<file path="src/rtl/argmax_pkg.sv">
// Shared types and helpers for the streaming argmax classifier.
// Holds the FSM state encoding, the default score type and the score-width helper.
// No logic; imported by argmax_lane_reduce and argmax_stream.
package argmax_pkg;

    localparam int DEFAULT_CLASSES = 10;

    // Score at the default Q4.12 width
    typedef logic signed [15:0] score_t;

    typedef enum logic [1:0] {IDLE, ACCUM, HOLD} argmax_state_t;

    function automatic int score_w(input int bits_int, input int bits_frc);
        return bits_int + bits_frc;
    endfunction

endpackage

</file>
<file path="src/rtl/argmax_lane_reduce.sv">
// Purpose: combinational signed max over the LANES scores of one beat, lowest lane wins ties.
// Ports: scores (packed, lane 0 in the LSBs) -> best, best_lane, and second (runner-up) when
//        ARGMAX_MARGIN_EN is defined. Latency 0; no handshake, purely combinational.
module argmax_lane_reduce
    import argmax_pkg::*;
#(
    parameter int BITS_INT = 4,
    parameter int BITS_FRC = 12,
    parameter int LANES    = 2,
    localparam int W       = score_w(BITS_INT, BITS_FRC),
    localparam int LW      = (LANES > 1) ? $clog2(LANES) : 1
) (
    input  logic [LANES*W-1:0]  scores,
    output logic signed [W-1:0] best,
    output logic [LW-1:0]       best_lane
`ifdef ARGMAX_MARGIN_EN
    ,
    output logic signed [W-1:0] second
`endif
);

    always_comb begin : reduce
        logic signed [W-1:0] v;
        v         = '0;
        best      = $signed(scores[W-1:0]);
        best_lane = '0;
`ifdef ARGMAX_MARGIN_EN
        // Most-negative value is a safe "no runner-up yet" seed: any real score is >= it.
        second    = {1'b1, {(W-1){1'b0}}};
`endif
        // Strict '>' keeps the earlier lane on ties; an equal value drops to runner-up.
        for (int k = 1; k < LANES; k++) begin
            v = $signed(scores[k*W +: W]);
            if (v > best) begin
`ifdef ARGMAX_MARGIN_EN
                second = best;
`endif
                best      = v;
                best_lane = LW'(k);
            end
`ifdef ARGMAX_MARGIN_EN
            else if (v > second) begin
                second = v;
            end
`endif
        end
    end

endmodule

</file>
<file path="src/rtl/argmax_stream.sv">
// Purpose: streaming argmax over NUM_CLASSES signed scores, LANES per beat; one result per image.
// Latency: result valid the cycle after the last input beat; one idle cycle between images.
// Backpressure: in_ready drops while a result is held; outputs stay stable until out_ready.
// Ports: clk, reset (sync, active-high), in_valid/in_ready/in_scores, out_valid/out_ready,
//        out_index, out_score; out_margin/out_low_conf only when ARGMAX_MARGIN_EN is defined.
module argmax_stream
    import argmax_pkg::*;
#(
    parameter int BITS_INT    = 4,
    parameter int BITS_FRC    = 12,
    parameter int NUM_CLASSES = DEFAULT_CLASSES,
    parameter int LANES       = 2,
`ifdef ARGMAX_MARGIN_EN
    parameter int unsigned MARGIN_THR = 32'h0100,
`endif
    localparam int W          = score_w(BITS_INT, BITS_FRC),
    localparam int IDX_W      = $clog2(NUM_CLASSES)
) (
    input  logic               clk,
    input  logic               reset,
    input  logic               in_valid,
    output logic               in_ready,
    input  logic [LANES*W-1:0] in_scores,
    output logic               out_valid,
    input  logic               out_ready,
    output logic [IDX_W-1:0]   out_index,
    output logic [W-1:0]       out_score
`ifdef ARGMAX_MARGIN_EN
    ,
    output logic [W:0]         out_margin,
    output logic               out_low_conf
`endif
);

    localparam int BEATS = NUM_CLASSES / LANES;
    localparam int CW    = $clog2(BEATS) + 1;
    localparam int LW    = (LANES > 1) ? $clog2(LANES) : 1;

    argmax_state_t       state;
    logic [CW-1:0]       cnt;
    logic signed [W-1:0] rmax, b_best, nmax;
    logic [IDX_W-1:0]    ridx, b_idx, nidx;
    logic [LW-1:0]       b_lane;
    logic                xfer_in, first_beat, last_beat;
`ifdef ARGMAX_MARGIN_EN
    logic signed [W-1:0] rsec, b_sec, nsec;
    logic [W:0]          nmargin;
    logic                nlow;
`endif

    argmax_lane_reduce #(
        .BITS_INT (BITS_INT),
        .BITS_FRC (BITS_FRC),
        .LANES    (LANES)
    ) u_reduce (
        .scores    (in_scores),
        .best      (b_best),
        .best_lane (b_lane)
`ifdef ARGMAX_MARGIN_EN
        ,
        .second    (b_sec)
`endif
    );

    assign xfer_in    = in_valid && in_ready;
    assign first_beat = (state == IDLE);
    assign last_beat  = (cnt == CW'(BEATS - 1));

    // Merge this beat's winner into the running result; the first beat of an image loads directly.
    always_comb begin
        b_idx = IDX_W'(int'(cnt) * LANES + int'(b_lane));
        if (first_beat || (b_best > rmax)) begin
            nmax = b_best;
            nidx = b_idx;
        end else begin
            nmax = rmax;
            nidx = ridx;
        end
`ifdef ARGMAX_MARGIN_EN
        // New max: old max competes with the beat's runner-up. Otherwise (ties included)
        // the beat's best competes with the old runner-up.
        if (first_beat)
            nsec = b_sec;
        else if (b_best > rmax)
            nsec = (rmax > b_sec) ? rmax : b_sec;
        else
            nsec = (b_best > rsec) ? b_best : rsec;
        // One extra bit so max - runner-up never wraps, even at full signed range.
        nmargin = {nmax[W-1], nmax} - {nsec[W-1], nsec};
        nlow    = (32'(nmargin) < MARGIN_THR);
`endif
    end

    always_ff @(posedge clk) begin
        if (reset) begin
            state     <= IDLE;
            in_ready  <= 1'b1;
            out_valid <= 1'b0;
            out_index <= '0;
            out_score <= '0;
            cnt       <= '0;
            rmax      <= '0;
            ridx      <= '0;
`ifdef ARGMAX_MARGIN_EN
            rsec         <= '0;
            out_margin   <= '0;
            out_low_conf <= 1'b0;
`endif
        end else begin
            case (state)
                IDLE, ACCUM: begin
                    if (xfer_in) begin
                        rmax <= nmax;
                        ridx <= nidx;
`ifdef ARGMAX_MARGIN_EN
                        rsec <= nsec;
`endif
                        if (last_beat) begin
                            cnt       <= '0;
                            state     <= HOLD;
                            in_ready  <= 1'b0;
                            out_valid <= 1'b1;
                            out_index <= nidx;
                            out_score <= nmax;
`ifdef ARGMAX_MARGIN_EN
                            out_margin   <= nmargin;
                            out_low_conf <= nlow;
`endif
                        end else begin
                            cnt   <= cnt + CW'(1);
                            state <= ACCUM;
                        end
                    end
                end
                HOLD: begin
                    if (out_ready) begin
                        out_valid <= 1'b0;
                        in_ready  <= 1'b1;
                        state     <= IDLE;
                    end
                end
                default: state <= IDLE;
            endcase
        end
    end

endmodule

</file>
<file path="config.mk">
export PLATFORM = sky130hd
export DESIGN_NAME = argmax_stream
export DESIGN_NICKNAME = d
export VERILOG_FILES = /design/src/rtl/argmax_pkg.sv /design/src/rtl/argmax_lane_reduce.sv /design/src/rtl/argmax_stream.sv
export SDC_FILE = /design/constraint.sdc
export NUM_CORES = 1
export LEC_CHECK = 0
export ABC_AREA = 1
export CELL_PAD_IN_SITES_DETAIL_PLACEMENT = 0
export CELL_PAD_IN_SITES_GLOBAL_PLACEMENT = 1
export CORE_ASPECT_RATIO = 1.75
export CORE_MARGIN = 3
export CORE_UTILIZATION = 44
export DETAILED_ROUTE_END_ITERATION = 10
export DONT_BUFFER_PORTS = 1
export PLACE_DENSITY_LB_ADDON = 0.05
export SKIP_CTS_REPAIR_TIMING = 1
export SKIP_LAST_GASP = 1
export SYNTH_ARGS = -nofsm -noshare
export SYNTH_HDL_FRONTEND = slang
export SYNTH_SLANG_ARGS = --single-unit
export TNS_END_PERCENT = 10
</file>
<file path="constraint.sdc">
create_clock -name clk -period 4.4 [get_ports clk]
set_input_delay 0.88 -clock clk [delete_from_list [all_inputs] [get_ports clk]]
set_output_delay 0.88 -clock clk [all_outputs]
set_load 0.02 [all_outputs]
</file>
==> flow_summary.ini <==
[outcome]
status = complete, no violations

[power]
pwr-share-clk_pct = 29.8
p_comb_share_pct = 33.6
p_sw_share_pct = 35.9
p_sw_mw = 0.467
p_int_mw = 0.835
p_seq_share_pct = 36.6
leakage_nw = 2.05
irDropWorstVdd_v = 0.000182
powerDensity_nw_per_um2 = 356

[critical_path]
crit_type = input port to flip-flop
start_kind = input port
arrival_ns = 4.16
path_max_fanout = 16
endpoint_kind = flip-flop
worstPathRequired_ns = 4.59

[finish]
multiInputGateArea_um2 = 2030
syn_to_final_growth_pct = 6.34
final_cells = 635
seq_area_um2 = 961
layout-drive-gt1-share_pct = 4.94
antenna_cells = 0
fillCellCount = 809
nNetsFinal = 616

[logic_synthesis]
synth_fp_nets = 621
synth_top_area_share_pct = 28.0
synth_area_leaders = dfxtp_1 28%, nand2_1 21%, ha_1 12%
yosysMostFrequentCell = nand2_1
synth_seq_cells = 48
syn_inst = 551
synth_edf_count = 0
synth_seq_area_share_pct = 28.0
yosys.cell_types.count = 24
yosys_warnings = 0
synth.avg_cell_area_um2 = 6.24
syn_area_um2 = 3440
async_flop_share_pct = 0
synth_common_cells = 194 x nand2_1, 88 x inv_1, 62 x nand3_1
yosys.area.top_type = dfxtp_1
ys.flop_type = dfxtp_1

[global_route]
grt_pass1_vias = 3188
grt_start_max_net_pins = 32
grt_overflow_total = 0
grt_util_all_layers_pct = 20.9
antenna_found_initial = 0
grt_pass1_wl_um = 14800

[floorplanning]
die-area_um2 = 8950
fp.dieW_um = 72.8
pin_count = 58
coreArea_um2 = 7570
die_y_um = 123
start_util_pct = 45.4
fp-row-count = 42

[sta]
finClkSkew_ns = 0.00401
tns_ns = 0
finalCriticalPeriod_ns = 3.97
setup_viol = 0
fmax_ghz = 0.252
post-route-period-util_pct = 90.3
slew_headroom_pct = 60.2
maxSlewViolCount = 0
hold_viol = 0
worstMarginPinSlew_ns = 0.594
rsz0062_at_grt = no

[clock_network]
clk_latency_ns = 0.29
cts_max_level = 2
cts.reportedPaths.clkPinSlew_ns = 0.07
cts_made_buffers = 5
cts-root-buf = clkbuf_16
clockBufferDepth = 2
clock-sinks = 48
cts_tree = built

[route]
drt-pass1-iter-count = 5
drt_iter0_markers = 176
drt-total-wl_um = 8860
vias = 3324
post_drt_wl_per_cell_um = 14.0
ant_nets = 0
via_per_inst = 5.23
drcViolationCount = 0

[place]
place_hpwl_um = 6930
portBuffers = 0
place_inst = 627
gp_congestion = 0.830

[flow_run]
maxCapViolations = 0

[hold_path]
hold_class = flip-flop to flip-flop
[layout make-up]
type                            instances  share of cell area (%)
Clock buffer                            6                    3.80
Clock inverter                          2                   0.274
Inverter                               88                    9.04
Multi-Input combinational cell        393                    55.5
Sequential cell                        48                    26.3
Tap cell                               88                    3.01
Timing Repair Buffer                   10                    2.05
[state kept, by name (all words and copies together), names as in the netlist]
signal / flops
out_score: 16
rmax: 16
cnt: 4
out_index: 4
ridx: 4
state: 2
in_ready: 1
out_valid: 1
[kinds of logic (layout without fill, tap and decap cells)]
group	Yosys count	after routing	share of synthesized area, %
buffers and inverters	110	106	13.0
flip-flops	48	48	28.0
AND/OR/NAND/NOR	308	308	38.9
adder cells (fa/ha/maj)	34	34	12.4
AO/OA/AOI/OAI	51	51	7.72
[per-stage QoR]
stage               hold slack [ns]  power (mW)  setup WS (ns)  util, %  instance area (um2)
global placement              0.464       0.918          0.185     46.3                 3500
CTS                           0.477        1.32          0.416     48.3                 3650
floorplan                     0.444       0.827          0.621        -                 3440
finish                        0.473        1.30          0.427     48.3                 3650
detailed placement            0.467       0.925          0.115     46.3                 3500
global route                  0.510        1.40          0.117     48.3                 3650
[layer usage]
layer | up-vias | GRT usage (%) | wire length [um] | share of wire, %
li1 | 1737 | - | - | -
met1 | 1482 | 25.4 | 3790 | 43
met2 | 93 | 36.9 | 4460 | 50
met3 | 12 | 2.60 | 421 | 4.8
met4 | 0 | 7.62 | 186 | 2.1
met5 | - | 0 | 0 | 0
[power by group through the flow]
stage,registers (mW),clock network (mW),logic (mW)
after floorplan,0.482,0,0.345
after global placement,0.486,0,0.432
after detailed placement,0.486,0,0.439
after CTS,0.477,0.399,0.441
after global routing,0.480,0.415,0.508
final,0.477,0.388,0.437
[final timing paths]
kind                      start           end  slack (ns)  cells after the start
setup / recovery  in_scores[11]       rmax[2]        0.43                     25
hold / removal           cnt[3]        cnt[3]        0.47                      2
setup reg to reg       in_ready  out_score[2]        2.13                      9
hold reg to reg          cnt[3]        cnt[3]        0.47                      2
[critical path: stages]
cell and delay [ns]:
inv_1 0.03, ha_1 0.32, a21oi_1 0.16, nand2_1 0.13, a21oi_1 0.23, nand2_1 0.10
nand2_2 0.09, nand3_4 0.06, inv_1 0.35, nand2_1 0.10, nand2_1 0.09, ha_1 0.27
nand2_1 0.14, o21ai_0 0.16, a21oi_1 0.19, nand2_1 0.07, nand2_1 0.05, nand2_1 0.04
nand2_1 0.07, nand2_1 0.06, buf_4 0.20, nand3_1 0.13, nand3_1 0.10, nand2_1 0.08
inv_1 0.04
[cells in the final DEF, fill, tap and decap left out, types with 5 or more instances in the layout]
cell type  Yosys  layout
a21oi_1       34      34
buf_4          2      10
clkbuf_16      0       5
dfxtp_1       48      48
ha_1          34      34
inv_1         88      88
nand2_1      194     194
nand3_1       62      62
nand4_1       19      19
nor2_1        23      23
o21ai_0       11      11
(Power assumes the default switching activity.)
